$ cat config.mk
export PLATFORM = sky130hd
export DESIGN_NAME = aclock_multi
export DESIGN_NICKNAME = d
export VERILOG_FILES = /design/src/rtl/aclk_pkg.sv /design/src/rtl/aclk_alarm_chan.sv /design/src/rtl/aclock_multi.sv
export SDC_FILE = /design/constraint.sdc
export NUM_CORES = 1
export LEC_CHECK = 0
export CAP_MARGIN = 0
export CORE_MARGIN = 2
export CORE_UTILIZATION = 40
export DETAILED_ROUTE_END_ITERATION = 7
export GPL_TIMING_DRIVEN = 1
export PLACE_DENSITY = 0.65
export RECOVER_POWER = 50
export SLEW_MARGIN = 0
export SYNTH_ARGS = -nofsm -noshare
export SYNTH_HDL_FRONTEND = slang
export SYNTH_HIERARCHICAL = 1
export SYNTH_SLANG_ARGS = --single-unit
$ cat constraint.sdc
create_clock -name clk -period 6.85 [get_ports clk]
set_clock_uncertainty 0.1 [all_clocks]
set_input_delay 1.37 -clock clk [delete_from_list [all_inputs] [get_ports clk]]
set_output_delay 1.37 -clock clk [all_outputs]
set_load 0.005 [all_outputs]
$ cat src/rtl/aclk_pkg.sv
// Shared types and helpers for the multi-alarm BCD clock.
//
// Contents:
//   bcd_hm_t     packed HH:MM in BCD (h1, h0, m1, m0)
//   bcd_hms_t    packed HH:MM:SS in BCD (hm, s1, s0)
//   al_state_e   alarm channel state (IDLE, RINGING, SNOOZED)
//   MAX_H1, MAX_M1, SEC_PER_MIN  digit limits and minute length
//   bcd_hm_valid() true when an HH:MM value is a legal 24 h time
package aclk_pkg;

    localparam int MAX_H1      = 2;
    localparam int MAX_M1      = 5;
    localparam int SEC_PER_MIN = 60;

    typedef struct packed {
        logic [1:0] h1;
        logic [3:0] h0;
        logic [2:0] m1;
        logic [3:0] m0;
    } bcd_hm_t;

    typedef struct packed {
        bcd_hm_t    hm;
        logic [2:0] s1;
        logic [3:0] s0;
    } bcd_hms_t;

    typedef enum logic [1:0] {
        IDLE    = 2'd0,
        RINGING = 2'd1,
        SNOOZED = 2'd2
    } al_state_e;

    // Hours 00..23, minutes 00..59, every unit digit a decimal digit.
    function automatic logic bcd_hm_valid(input bcd_hm_t t);
        logic ok;
        ok = (t.h1 <= 2'(MAX_H1)) && (t.h0 <= 4'd9) &&
             (t.m1 <= 3'(MAX_M1)) && (t.m0 <= 4'd9);
        if (t.h1 == 2'(MAX_H1) && t.h0 > 4'd3) begin
            ok = 1'b0;
        end
        return ok;
    endfunction

endpackage

$ cat src/rtl/aclk_alarm_chan.sv
// One alarm channel: alarm time register, ring FSM and ring timeout.
//
// With ACLK_SNOOZE_EN defined the channel also supports snoozing
// (SNOOZED state, snooze input, minute-based snooze countdown).
//
// Ports:
//   clk       system clock, rising edge
//   reset     asynchronous, active-low reset
//   tick      one-cycle pulse each time the clock's seconds advance
//   time_upd  the time register changed on the previous edge
//   time_now  current time register contents
//   wr_en     write wr_val into this channel's alarm register
//   wr_val    validated alarm time
//   al_on     arm bit for this channel
//   stop      stop request, shared by all channels
//   snooze    snooze request (ACLK_SNOOZE_EN only)
//   alarm     channel is ringing
module aclk_alarm_chan
    import aclk_pkg::*;
#(
    parameter int RING_SECONDS = 60
`ifdef ACLK_SNOOZE_EN
    ,
    parameter int SNOOZE_MIN = 5
`endif
) (
    input  logic     clk,
    input  logic     reset,
    input  logic     tick,
    input  logic     time_upd,
    input  bcd_hms_t time_now,
    input  logic     wr_en,
    input  bcd_hm_t  wr_val,
    input  logic     al_on,
    input  logic     stop,
`ifdef ACLK_SNOOZE_EN
    input  logic     snooze,
`endif
    output logic     alarm
);

    localparam logic [7:0] RING_LAST = 8'(RING_SECONDS - 1);

    al_state_e  state_q, state_d;
    bcd_hm_t    alarm_q;
    logic [7:0] ring_q, ring_d;
    logic       match;

`ifdef ACLK_SNOOZE_EN
    localparam logic [15:0] SNZ_LOAD = 16'(SNOOZE_MIN * SEC_PER_MIN);
    logic [15:0] snz_q, snz_d;
`endif

    // The time register is compared one cycle after it changed, so the
    // alarm output rises on the edge after the matching time is visible.
    assign match = time_upd && al_on &&
                   (time_now.hm == alarm_q) &&
                   (time_now.s1 == 3'd0) && (time_now.s0 == 4'd0);

    always_ff @(posedge clk or negedge reset) begin
        // NOTE: sequential state uses non-blocking assignments so every
        // flop samples pre-edge values regardless of statement order.
        if (!reset) begin
            state_q <= IDLE;
            ring_q  <= '0;
            // NOTE: the alarm time lives in ordinary flops, not a RAM
            // macro, so it takes the async reset and powers up at 00:00.
            alarm_q <= '0;
`ifdef ACLK_SNOOZE_EN
            snz_q   <= '0;
`endif
        end else begin
            state_q <= state_d;
            ring_q  <= ring_d;
`ifdef ACLK_SNOOZE_EN
            snz_q   <= snz_d;
`endif
            // A write never disturbs the FSM: a ringing channel keeps ringing.
            if (wr_en) begin
                alarm_q <= wr_val;
            end
        end
    end

    always_comb begin
        // NOTE: every output of this block gets a default first, so no
        // path through the case leaves one unassigned and infers a latch.
        state_d = state_q;
        ring_d  = ring_q;
`ifdef ACLK_SNOOZE_EN
        snz_d   = snz_q;
`endif
        unique case (state_q)
            IDLE: begin
                if (match && !stop) begin
                    state_d = RINGING;
                    ring_d  = '0;
                end
            end
            RINGING: begin
                if (stop || !al_on) begin
                    state_d = IDLE;
`ifdef ACLK_SNOOZE_EN
                end else if (snooze) begin
                    state_d = SNOOZED;
                    snz_d   = SNZ_LOAD;
`endif
                end else if (tick) begin
                    if (ring_q == RING_LAST) begin
                        state_d = IDLE;
                    end else begin
                        ring_d = ring_q + 8'd1;
                    end
                end
            end
`ifdef ACLK_SNOOZE_EN
            SNOOZED: begin
                if (stop || !al_on) begin
                    state_d = IDLE;
                end else if (tick) begin
                    // The tick that takes the countdown to zero re-arms the
                    // ring, so the channel stays silent for exactly SNZ_LOAD ticks.
                    if (snz_q <= 16'd1) begin
                        state_d = RINGING;
                        ring_d  = '0;
                        snz_d   = '0;
                    end else begin
                        snz_d = snz_q - 16'd1;
                    end
                end
            end
`endif
            default: begin
                state_d = IDLE;
            end
        endcase
    end

    assign alarm = (state_q == RINGING);

endmodule

$ cat src/rtl/aclock_multi.sv
// 24 h BCD alarm clock with NUM_ALARMS independent alarm channels.
//
// Holds the HH:MM:SS timekeeper, the clk-to-second prescaler and load
// validation; each alarm channel is an aclk_alarm_chan instance.
// Optional feature macro: ACLK_SNOOZE_EN (adds SNOOZE input and snoozing).
//
// Ports:
//   clk, reset          clock (rising edge), async active-low reset
//   H_in1/H_in0         hour tens/units to load, BCD
//   M_in1/M_in0         minute tens/units to load, BCD
//   LD_time             load H/M inputs into the time register
//   LD_alarm            load H/M inputs into alarm channel AL_SEL
//   AL_SEL              alarm channel index
//   AL_ON               per-channel arm mask
//   STOP_al             stop every ringing (or snoozed) channel
//   SNOOZE              snooze ringing channels (ACLK_SNOOZE_EN only)
//   Alarm / Alarm_any   per-channel ringing flags and their OR
//   ld_err              one-cycle pulse after a rejected load
//   H_out*, M_out*, S_out*  current time, BCD
module aclock_multi
    import aclk_pkg::*;
#(
    parameter int NUM_ALARMS    = 4,
    parameter int TICKS_PER_SEC = 10,
    parameter int RING_SECONDS  = 60,
    parameter int SNOOZE_MIN    = 5,
    localparam int ASW = (NUM_ALARMS > 1) ? $clog2(NUM_ALARMS) : 1
) (
    input  logic                  clk,
    input  logic                  reset,
    input  logic [1:0]            H_in1,
    input  logic [3:0]            H_in0,
    input  logic [2:0]            M_in1,
    input  logic [3:0]            M_in0,
    input  logic                  LD_time,
    input  logic                  LD_alarm,
    input  logic [ASW-1:0]        AL_SEL,
    input  logic [NUM_ALARMS-1:0] AL_ON,
    input  logic                  STOP_al,
`ifdef ACLK_SNOOZE_EN
    input  logic                  SNOOZE,
`endif
    output logic [NUM_ALARMS-1:0] Alarm,
    output logic                  Alarm_any,
    output logic                  ld_err,
    output logic [1:0]            H_out1,
    output logic [3:0]            H_out0,
    output logic [2:0]            M_out1,
    output logic [3:0]            M_out0,
    output logic [2:0]            S_out1,
    output logic [3:0]            S_out0
);

    localparam int              PW         = $clog2(TICKS_PER_SEC);
    localparam logic [PW-1:0]   PRESC_LAST = PW'(TICKS_PER_SEC - 1);

    if (NUM_ALARMS < 1 || NUM_ALARMS > 16) begin : g_bad_num_alarms
        $error("aclock_multi: NUM_ALARMS must be 1..16");
    end
    if (TICKS_PER_SEC < 2) begin : g_bad_ticks
        $error("aclock_multi: TICKS_PER_SEC must be at least 2");
    end
    if (RING_SECONDS < 1 || RING_SECONDS > 255) begin : g_bad_ring
        $error("aclock_multi: RING_SECONDS must be 1..255");
    end
    if (SNOOZE_MIN < 1 || SNOOZE_MIN * SEC_PER_MIN > 65535) begin : g_bad_snooze
        $error("aclock_multi: SNOOZE_MIN out of range");
    end

    logic [PW-1:0]         presc_q;
    bcd_hms_t              time_q, time_inc;
    bcd_hm_t               in_hm;
    logic                  tick, sec_tick;
    logic                  in_ok, sel_ok;
    logic                  ld_time_ok, ld_alarm_ok;
    logic                  time_upd_q;
    logic [NUM_ALARMS-1:0] wr_en;

    assign in_hm       = '{h1: H_in1, h0: H_in0, m1: M_in1, m0: M_in0};
    assign in_ok       = bcd_hm_valid(in_hm);
    assign sel_ok      = int'(AL_SEL) < NUM_ALARMS;
    assign ld_time_ok  = LD_time && in_ok;
    assign ld_alarm_ok = LD_alarm && in_ok && sel_ok;
    assign tick        = (presc_q == PRESC_LAST);
    // A valid time load restarts the second, so a coincident tick is dropped
    // for the channels as well as for the timekeeper.
    assign sec_tick    = tick && !ld_time_ok;

    // One-second increment through the BCD carry chain; 23:59:59 wraps to 00:00:00.
    always_comb begin
        time_inc = time_q;
        if (time_q.s0 != 4'd9) begin
            time_inc.s0 = time_q.s0 + 4'd1;
        end else begin
            time_inc.s0 = '0;
            if (time_q.s1 != 3'(MAX_M1)) begin
                time_inc.s1 = time_q.s1 + 3'd1;
            end else begin
                time_inc.s1 = '0;
                if (time_q.hm.m0 != 4'd9) begin
                    time_inc.hm.m0 = time_q.hm.m0 + 4'd1;
                end else begin
                    time_inc.hm.m0 = '0;
                    if (time_q.hm.m1 != 3'(MAX_M1)) begin
                        time_inc.hm.m1 = time_q.hm.m1 + 3'd1;
                    end else begin
                        time_inc.hm.m1 = '0;
                        if (time_q.hm.h1 == 2'(MAX_H1) && time_q.hm.h0 == 4'd3) begin
                            time_inc.hm.h1 = '0;
                            time_inc.hm.h0 = '0;
                        end else if (time_q.hm.h0 == 4'd9) begin
                            time_inc.hm.h0 = '0;
                            time_inc.hm.h1 = time_q.hm.h1 + 2'd1;
                        end else begin
                            time_inc.hm.h0 = time_q.hm.h0 + 4'd1;
                        end
                    end
                end
            end
        end
    end

    // An invalid LD_time is simply ignored: the prescaler and a coincident
    // tick proceed as if no load had been requested.
    always_ff @(posedge clk or negedge reset) begin
        if (!reset) begin
            presc_q    <= '0;
            time_q     <= '0;
            time_upd_q <= 1'b0;
            ld_err     <= 1'b0;
        end else begin
            if (ld_time_ok) begin
                time_q  <= '{hm: in_hm, s1: 3'd0, s0: 4'd0};
                presc_q <= '0;
            end else begin
                presc_q <= tick ? '0 : presc_q + 1'b1;
                if (tick) begin
                    time_q <= time_inc;
                end
            end
            time_upd_q <= ld_time_ok || tick;
            ld_err     <= (LD_time && !in_ok) || (LD_alarm && !(in_ok && sel_ok));
        end
    end

    for (genvar i = 0; i < NUM_ALARMS; i++) begin : g_chan
        assign wr_en[i] = ld_alarm_ok && (int'(AL_SEL) == i);

        aclk_alarm_chan #(
            .RING_SECONDS (RING_SECONDS)
`ifdef ACLK_SNOOZE_EN
            ,
            .SNOOZE_MIN   (SNOOZE_MIN)
`endif
        ) u_chan (
            .clk      (clk),
            .reset    (reset),
            .tick     (sec_tick),
            .time_upd (time_upd_q),
            .time_now (time_q),
            .wr_en    (wr_en[i]),
            .wr_val   (in_hm),
            .al_on    (AL_ON[i]),
            .stop     (STOP_al),
`ifdef ACLK_SNOOZE_EN
            .snooze   (SNOOZE),
`endif
            .alarm    (Alarm[i])
        );
    end

    assign Alarm_any = |Alarm;

    assign H_out1 = time_q.hm.h1;
    assign H_out0 = time_q.hm.h0;
    assign M_out1 = time_q.hm.m1;
    assign M_out0 = time_q.hm.m0;
    assign S_out1 = time_q.s1;
    assign S_out0 = time_q.s0;

endmodule
==> PnR_summary.wiki, run 1 <==
{| class="wikitable"
! Metric !! Value
|-
| Outcome || complete, but fails checks
|-
| Violations in the final reports || max-capacitance violations, max-slew violations
|-
| Top-Level Pins || 50
|-
| LEAKAGE || 0.003230 uW
|-
| Fraction of the core area covered by cells at the end of the flow || 0.4901
|-
| CTS tree || yes
|-
| Buffers and inverters on the worst path || 2
|-
| Width of the die || 129.9 um
|-
| Max clock buf depth || 2
|-
| Post-CTS Hold Fix Bufs || 0
|-
| Worst-skew pair later-pin latency || 420 ps
|-
| Type of the worst setup path || in -> async
|-
| Synthesized netlist net count || 616
|-
| Pwr Density || 319.1 nW/um^2
|-
| Max-capacitance violation count || 2
|-
| Total Power || 2457 uW
|-
| GRT overflow || 0
|-
| Worst slew margin relative to its limit || -0.8083
|-
| Pin slew with the least headroom to its limit || 2712 ps
|-
| Internal power contribution || 1749 uW
|-
| Number of failing hold endpoints at the final stage || 0
|-
| Ratio of final minimum period to clock period || 0.6833
|-
| Yosys reg bits || 114
|-
| RD Place Congestion || 0.9026
|-
| Clock buffer count from CTS || 17
|-
| Part of the Yosys area used for sequential elements || 0.4500
|-
| Proportion of netlist area held by the largest area contributor || 0.4500
|-
| Syn_area_per_cell || 10.82 um^2
|-
| Drt wl/cell || 17.69 um
|-
| Vias in the first global route || 4,838
|-
| Share of layout cells above drive strength 1 || 0.1621
|-
| Number of cells on the worst hold path || 1
|-
| Total of buffers placed on input and output ports || 49
|-
| Clock net sink count || 114
|-
| Start of the worst register-to-register path || presc_q[1]
|-
| Residual antenna-violating net count after detailed routing || 0
|-
| Finished Cell Area || 7701 um^2
|-
| Slowest stage cell on the critical path || sky130_fd_sc_hd__clkbuf_1
|-
| R2r endpoint || g_chan[0].u_chan/ring_q[5]
|-
| Total via count after detailed routing || 4,901
|-
| Final setup fails || 0
|-
| Top fanout value on the critical path || 68
|-
| Combinational share of power || 0.218
|-
| First-pass GRT wire length || 25.36 mm
|-
| Cell depth of the worst setup path || 2
|-
| Final critical path time including I/O delays and setup || 4680 ps
|-
| Final wirelength || 15.49 mm
|-
| Crit-path leading delay family || buffers and inverters
|-
| Via density per instance || 5.595
|-
| Critical Path Sink Type || async pin
|-
| FMAX || 213.7 MHz
|-
| Maximum number of pins on one net before global-route repair || 69
|-
| Number of setup buffers added after CTS || 0
|-
| Area growth, synth to finish || 21.47%
|-
| Sum Neg Setup Slack || 0 ps
|-
| Number of distinct standard cells referenced by the synthesized netlist || 58
|-
| End point of the most critical hold path || presc_q[0]
|-
| Maximum ir drop on the vdd rail || 0.2401 mV
|-
| Flip-flop cell with the highest count after synthesis || sky130_fd_sc_hd__dfrtp_1
|-
| Cell Area, Placed || 7093 um^2
|-
| Warnings from Yosys || 6
|-
| DRC || 0
|-
| Dominant cell by count in the synthesized netlist || sky130_fd_sc_hd__dfrtp_1
|-
| Starting density of the core || 0.4035
|-
| Startpoint of the most critical hold path || presc_q[0]
|-
| DP HPWL || 10.82 mm
|-
| Post-synth EDFFs || 0
|-
| Pins Over Slew Limit || 117
|-
| Path category of the worst min-delay check || reg -> reg
|-
| Asr flop ratio synth || 1.000
|-
| Reg2Reg Setup Slack || 3770 ps
|-
| Unrepaired setup endpoints after global routing || no
|-
| Cells resized by post-CTS repair || 0
|-
| Share of total power in sequential cells || 0.397
|-
| Switching fraction of total power || 0.2884
|-
| Signal arrival time at the worst endpoint || 4790 ps
|-
| Placeable core area || 15,710 um^2
|-
| Number of cell instances on the worst register-to-register path || 9
|-
| Netlist area before placement || 6340 um^2
|-
| N_diodes || 0
|-
| Vert. Die Dim || 129.9 um
|-
| Largest stage delay on the critical path || 1880 ps
|-
| Startpoint type of the worst setup path || input port
|-
| Most used standard cells in the synthesized netlist || 114 x sky130_fd_sc_hd__dfrtp_1, 70 x sky130_fd_sc_hd__xnor2_1, 57 x sky130_fd_sc_hd__mux2_2, 52 x sky130_fd_sc_hd__nand2_1, 29 x sky130_fd_sc_hd__nand4_1
|-
| Clock transition at the registers of the reported paths || 60 ps
|-
| Worst-path cell chain || clkbuf_1 > clkbuf_2
|-
| Area leader, netlist || sky130_fd_sc_hd__dfrtp_1
|-
| Layout net count || 677
|-
| Power dissipated by switching net loads || 708.8 uW
|-
| Area of the die || 16,870 um^2
|-
| Tot GR Track Use || 0.1950
|-
| DRT iter0 DRCs || 203
|-
| Root buffer cell || sky130_fd_sc_hd__clkbuf_16
|-
| Number of core rows || 46
|-
| Post-Synthesis Cells || 586
|-
| H-tree levels || 4
|-
| Number of placed cells counting well taps || 844
|-
| Antenna violations before repair || 0
|-
| Non-filler cells in the finished layout || 876
|-
| Data required time of the critical path || 6960 ps
|-
| Detailed-routing iteration count for the pre-antenna-repair pass || 5
|-
| Main area contributors after synthesis || sky130_fd_sc_hd__dfrtp_1 45%, sky130_fd_sc_hd__mux2_2 10%, sky130_fd_sc_hd__xnor2_1 9.7%
|-
| Clock power share || 0.385
|}
==> cell usage in the layout, fill, tap and decap left out, drive strengths merged, types with 3 or more instances in the layout <==
| master | n |
|---|---|
| a2111oi | 3 |
| a21o | 4 |
| a21oi | 13 |
| a31oi | 6 |
| and3 | 8 |
| and4b | 6 |
| buf | 4 |
| bufinv | 4 |
| clkbuf | 26 |
| clkdlybuf4s50 | 46 |
| clkinv | 9 |
| dfrtp | 114 |
| ha | 6 |
| inv | 9 |
| mux2 | 57 |
| mux2i | 6 |
| nand2 | 52 |
| nand2b | 5 |
| nand3 | 18 |
| nand3b | 5 |
| nand4 | 30 |
| nand4b | 5 |
| nor2 | 15 |
| nor2b | 10 |
| nor3 | 19 |
| nor3b | 4 |
| nor4 | 10 |
| nor4b | 8 |
| o211a | 4 |
| o211ai | 8 |
| o21ai | 11 |
| o22ai | 24 |
| o31ai | 4 |
| or4 | 6 |
| xnor2 | 70 |
| xor2 | 11 |
==> power by group through the flow <==
stage               combinational, uW  sequential [uW]  clock [uW]
finish                            535              975         947
global route                      586             1000         990
CTS                               540              976         963
detailed placement                536              987           0
global placement                  521              976           0
floorplan                         372              939           0
==> kinds of logic after synthesis <==
| group | after synthesis | share of synthesized area |
|---|---|---|
| muxes | 63 | 0.1107 |
| buffers and inverters | 26 | 0.01717 |
| xor gates and xnor gates | 81 | 0.1119 |
| adders and majority gates | 6 | 0.01184 |
| AOI/OAI and AO/OA | 86 | 0.09138 |
| DFF | 114 | 0.4500 |
| and+or+nand+nor | 210 | 0.2070 |
==> metrics by stage <==
| step | hold WS, ps | setup slack, ps |
|---|---|---|
| finish | 424.9 | 2170 |
| CTS | 417.8 | 2577 |
| global route | 436.7 | 1390 |
| floorplan | 371.8 | 3379 |
| detailed placement | 409.9 | 2145 |
| global placement | 386.0 | 2275 |
==> final cells by class <==
class	count	area, um^2
clock buffer	23	478.0
clock inverter	9	152.6
fill	1386	8011
inverter	13	48.80
multi-input combinational	446	3376
sequential	114	2853
tap	216	270.3
timing repair buffer	55	523.0
==> worst max-delay path by stage <==
stage,from,to,slack [ps]
floorplan,H_in0[1],g_chan[0].u_chan/ring_q[3],3380
global placement,H_in0[2],g_chan[2].u_chan/ring_q[3],2280
detailed placement,H_in0[3],g_chan[0].u_chan/ring_q[5],2140
CTS,H_in0[3],g_chan[0].u_chan/ring_q[5],2580
global route,reset,g_chan[1].u_chan/alarm_q[0],1390
finish,reset,g_chan[3].u_chan/ring_q[0],2170
==> per-layer routing <==
| layer | part of all wire | GRT usage | vias up |
|---|---|---|---|
| li1 | - | - | 2318 |
| met1 | 0.45 | 0.2581 | 2442 |
| met2 | 0.49 | 0.3163 | 119 |
| met3 | 0.038 | 0.03649 | 22 |
| met4 | 0.018 | 0.08033 | 0 |
| met5 | 0 | 0 | - |
==> flip-flops by register name (all words and copies together) (netlist names) <==
name                   count
g_chan.u_chan/alarm_q     52
g_chan.u_chan/ring_q      32
H_out0                     4
M_out0                     4
S_out0                     4
g_chan.u_chan/state_q      4
presc_q                    4
M_out1                     3
S_out1                     3
H_out1                     2
ld_err                     1
time_upd_q                 1
No activity file was read; power rests on OpenSTA's default activity.
==> run 2, diff against run 1 <==
- clock period: 6.85 -> 4.8 ns (I/O delays scaled with it)
==> run 2 against run 1 <==
The run still ends with max-capacitance violations, max-slew violations left; sequential share of layout area shrank 0.096 points; critical endpoint is now g_chan[1].u_chan/alarm_q[4]; core utilization grew 0.13 points; global-route usage grew 0.41 points; combinational power grew 45%; via count grew 0.45%; first-iteration DRC count grew 100%; largest power group unchanged; sequential power grew 43%.
==> PnR_summary.wiki, run 2 (synthesis results as in run 1) <==
{| class="wikitable"
! Metric !! Value
|-
| Outcome || complete, but fails checks
|-
| Violations in the final reports || max-capacitance violations, max-slew violations
|-
| Total via count after detailed routing || 4,923 (+0.45%)
|-
| Buffers and inverters on the worst path || 2 (unchanged)
|-
| Total of buffers placed on input and output ports || 49 (unchanged)
|-
| Top fanout value on the critical path || 13 (-81%)
|-
| Number of cell instances on the worst register-to-register path || 10 (+1)
|-
| Type of the worst setup path || in -> reg
|-
| Area of the die || 16,870 um^2 (unchanged)
|-
| Root buffer cell || sky130_fd_sc_hd__clkbuf_16
|-
| Top-Level Pins || 50 (unchanged)
|-
| Residual antenna-violating net count after detailed routing || 0 (unchanged)
|-
| R2r endpoint || g_chan[2].u_chan/ring_q[1]
|-
| Unrepaired setup endpoints after global routing || no
|-
| Start of the worst register-to-register path || presc_q[1]
|-
| Max-capacitance violation count || 1 (-1)
|-
| Number of failing hold endpoints at the final stage || 0 (unchanged)
|-
| Total Power || 3532 uW (+44%)
|-
| Vert. Die Dim || 129.9 um (unchanged)
|-
| Drt wl/cell || 18.25 um (+3.2%)
|-
| Largest register FFs || 52 (unchanged)
|-
| Cells resized by post-CTS repair || 0 (unchanged)
|-
| Starting density of the core || 0.4035 (unchanged)
|-
| Final wirelength || 16.02 mm (+3.4%)
|-
| End point of the most critical hold path || presc_q[0]
|-
| Tot GR Track Use || 0.1991 (+0.004099)
|-
| Signal arrival time at the worst endpoint || 3720 ps (-1070 ps)
|-
| Antenna violations before repair || 0 (unchanged)
|-
| Number of cells on the worst hold path || 1 (unchanged)
|-
| DRT iter0 DRCs || 409 (+100%)
|-
| Max clock buf depth || 2 (unchanged)
|-
| Clock buffer count from CTS || 17 (unchanged)
|-
| Ratio of final minimum period to clock period || 0.7353
|-
| Layout net count || 679 (+0.30%)
|-
| RD Place Congestion || 0.8977 (-0.54%)
|-
| Worst-skew pair later-pin latency || 410 ps (about the same)
|-
| Post-CTS Hold Fix Bufs || 0 (unchanged)
|-
| Commonest cells after routing, fill and taps aside || 114 x sky130_fd_sc_hd__dfrtp_1, 70 x sky130_fd_sc_hd__xnor2_1, 57 x sky130_fd_sc_hd__mux2_2
|-
| Pwr Density || 457.4 nW/um^2 (+43%)
|-
| Crit-path leading delay family || compound AO/OA/AOI/OAI gates
|-
| Register containing the most flip-flops in the final layout || g_chan.u_chan/alarm_q
|-
| First-pass GRT wire length || 25.75 mm (+1.5%)
|-
| Width of the die || 129.9 um (unchanged)
|-
| Worst-path cell chain || dlygate4sd3_1 > o32ai_1 > nand3_1 > nor3_2 > buf_4 > mux2_2
|-
| LEAKAGE || 0.003239 uW (+0.27%)
|-
| Startpoint of the most critical hold path || presc_q[0]
|-
| Placeable core area || 15,710 um^2 (unchanged)
|-
| Clock net sink count || 114 (unchanged)
|-
| Regs by FF count || g_chan.u_chan/alarm_q x52, g_chan.u_chan/ring_q x32
|-
| Worst slew margin relative to its limit || -0.1963 (+0.6120)
|-
| Most common cell after layout, fill and taps aside || sky130_fd_sc_hd__dfrtp_1
|-
| Largest stage delay on the critical path || 990 ps (-890 ps)
|-
| Share of layout cells above drive strength 1 || 0.1647 (+0.002531)
|-
| Pins Over Slew Limit || 69 (-41%)
|-
| Startpoint type of the worst setup path || input port
|-
| Final setup fails || 0 (unchanged)
|-
| Critical Path Sink Type || flop
|-
| Path category of the worst min-delay check || reg -> reg
|-
| Via density per instance || 5.607 (+0.22%)
|-
| Data required time of the critical path || 4990 ps (-1970 ps)
|-
| Final critical path time including I/O delays and setup || 3529 ps
|-
| Sum Neg Setup Slack || 0 ps (unchanged)
|-
| Number of setup buffers added after CTS || 0 (unchanged)
|-
| Detailed-routing iteration count for the pre-antenna-repair pass || 5 (unchanged)
|-
| H-tree levels || 4 (unchanged)
|-
| DRC || 0 (unchanged)
|-
| Maximum number of pins on one net before global-route repair || 69 (unchanged)
|-
| N_diodes || 0 (unchanged)
|-
| Reg2Reg Setup Slack || 2340 ps (-1430 ps)
|-
| Vias in the first global route || 4,934 (+2.0%)
|-
| Maximum ir drop on the vdd rail || 0.3026 mV (+26%)
|-
| Pin slew with the least headroom to its limit || 1794 ps (-918.0 ps)
|-
| Slowest stage cell on the critical path || sky130_fd_sc_hd__o32ai_1
|-
| FMAX || 283.3 MHz
|-
| Clock transition at the registers of the reported paths || 50 ps (about the same)
|-
| Area growth, synth to finish || 21.79%
|-
| Number of core rows || 46 (unchanged)
|-
| CTS tree || yes
|-
| DP HPWL || 10.99 mm (+1.6%)
|-
| GRT overflow || 0 (unchanged)
|}
==> run 2: final cells by class <==
class / instances / area (um^2)
Inverter: 13 / 48.80
Clock buffer: 23 / 488.0
Fill cell: 1410 / 7991
Clock inverter: 9 / 151.4
Timing Repair Buffer: 57 / 534.3
Multi-Input combinational cell: 446 / 3376
Sequential cell: 114 / 2853
Tap cell: 216 / 270.3
==> run 2: routing by layer <==
layer,routed length [um],GRT usage,part of all wire
met3,541,0.04633,0.034
met4,197,0.06452,0.012
met1,7324,0.2575,0.46
met2,7961,0.3317,0.50
met5,0,0,0
==> run 2: worst max-delay path by stage <==
stage / startpoint / to / slack (ps) / cells after the start
2_1_floorplan: H_in0[1] / g_chan[0].u_chan/ring_q[3] / 1740 / 8
3_3_place_gp: H_in0[2] / g_chan[3].u_chan/ring_q[1] / 1310 / 10
3_5_place_dp: H_in0[2] / g_chan[2].u_chan/ring_q[1] / 1250 / 10
4_1_cts: H_in0[2] / g_chan[2].u_chan/ring_q[1] / 1650 / 10
5_1_grt: reset / g_chan[2].u_chan/alarm_q[8] / 1070 / 2
6_report: H_in0[2] / g_chan[1].u_chan/alarm_q[4] / 1270 / 6
==> run 2: per-stage QoR <==
step / area (um^2) / utilization / hold slack, ps / instances / setup WS [ps]
finish: 7721 / 0.4914 / 416.8 / 878 / 1271
global route: 7721 / 0.4914 / 443.6 / 878 / 1073
CTS: 7747 / 0.4931 / 424.0 / 878 / 1651
detailed placement: 7108 / 0.4524 / 416.5 / 846 / 1253
global placement: 7108 / 0.4524 / 384.1 / 846 / 1306
floorplan: 6340 / - / 371.8 / 586 / 1739
==> run 2: worst reg2reg max path: cells and delay by family (launching register included) <==
| kind | cells | cell delay, ps |
|---|---|---|
| AOI/OAI and AO/OA | 2 | 450 |
| adders and majority gates | 1 | 180 |
| buffers and inverters | 2 | 300 |
| DFF | 1 | 390 |
| muxes | 1 | 230 |
| and+or+nand+nor | 4 | 660 |
==> run 2: report_power, final <==
part,total [uW],switching [uW],internal [uW]
Combinational,775,327,448
Sequential,1390,250,1140
Clock,1370,444,921
Total,3530,1020,2510
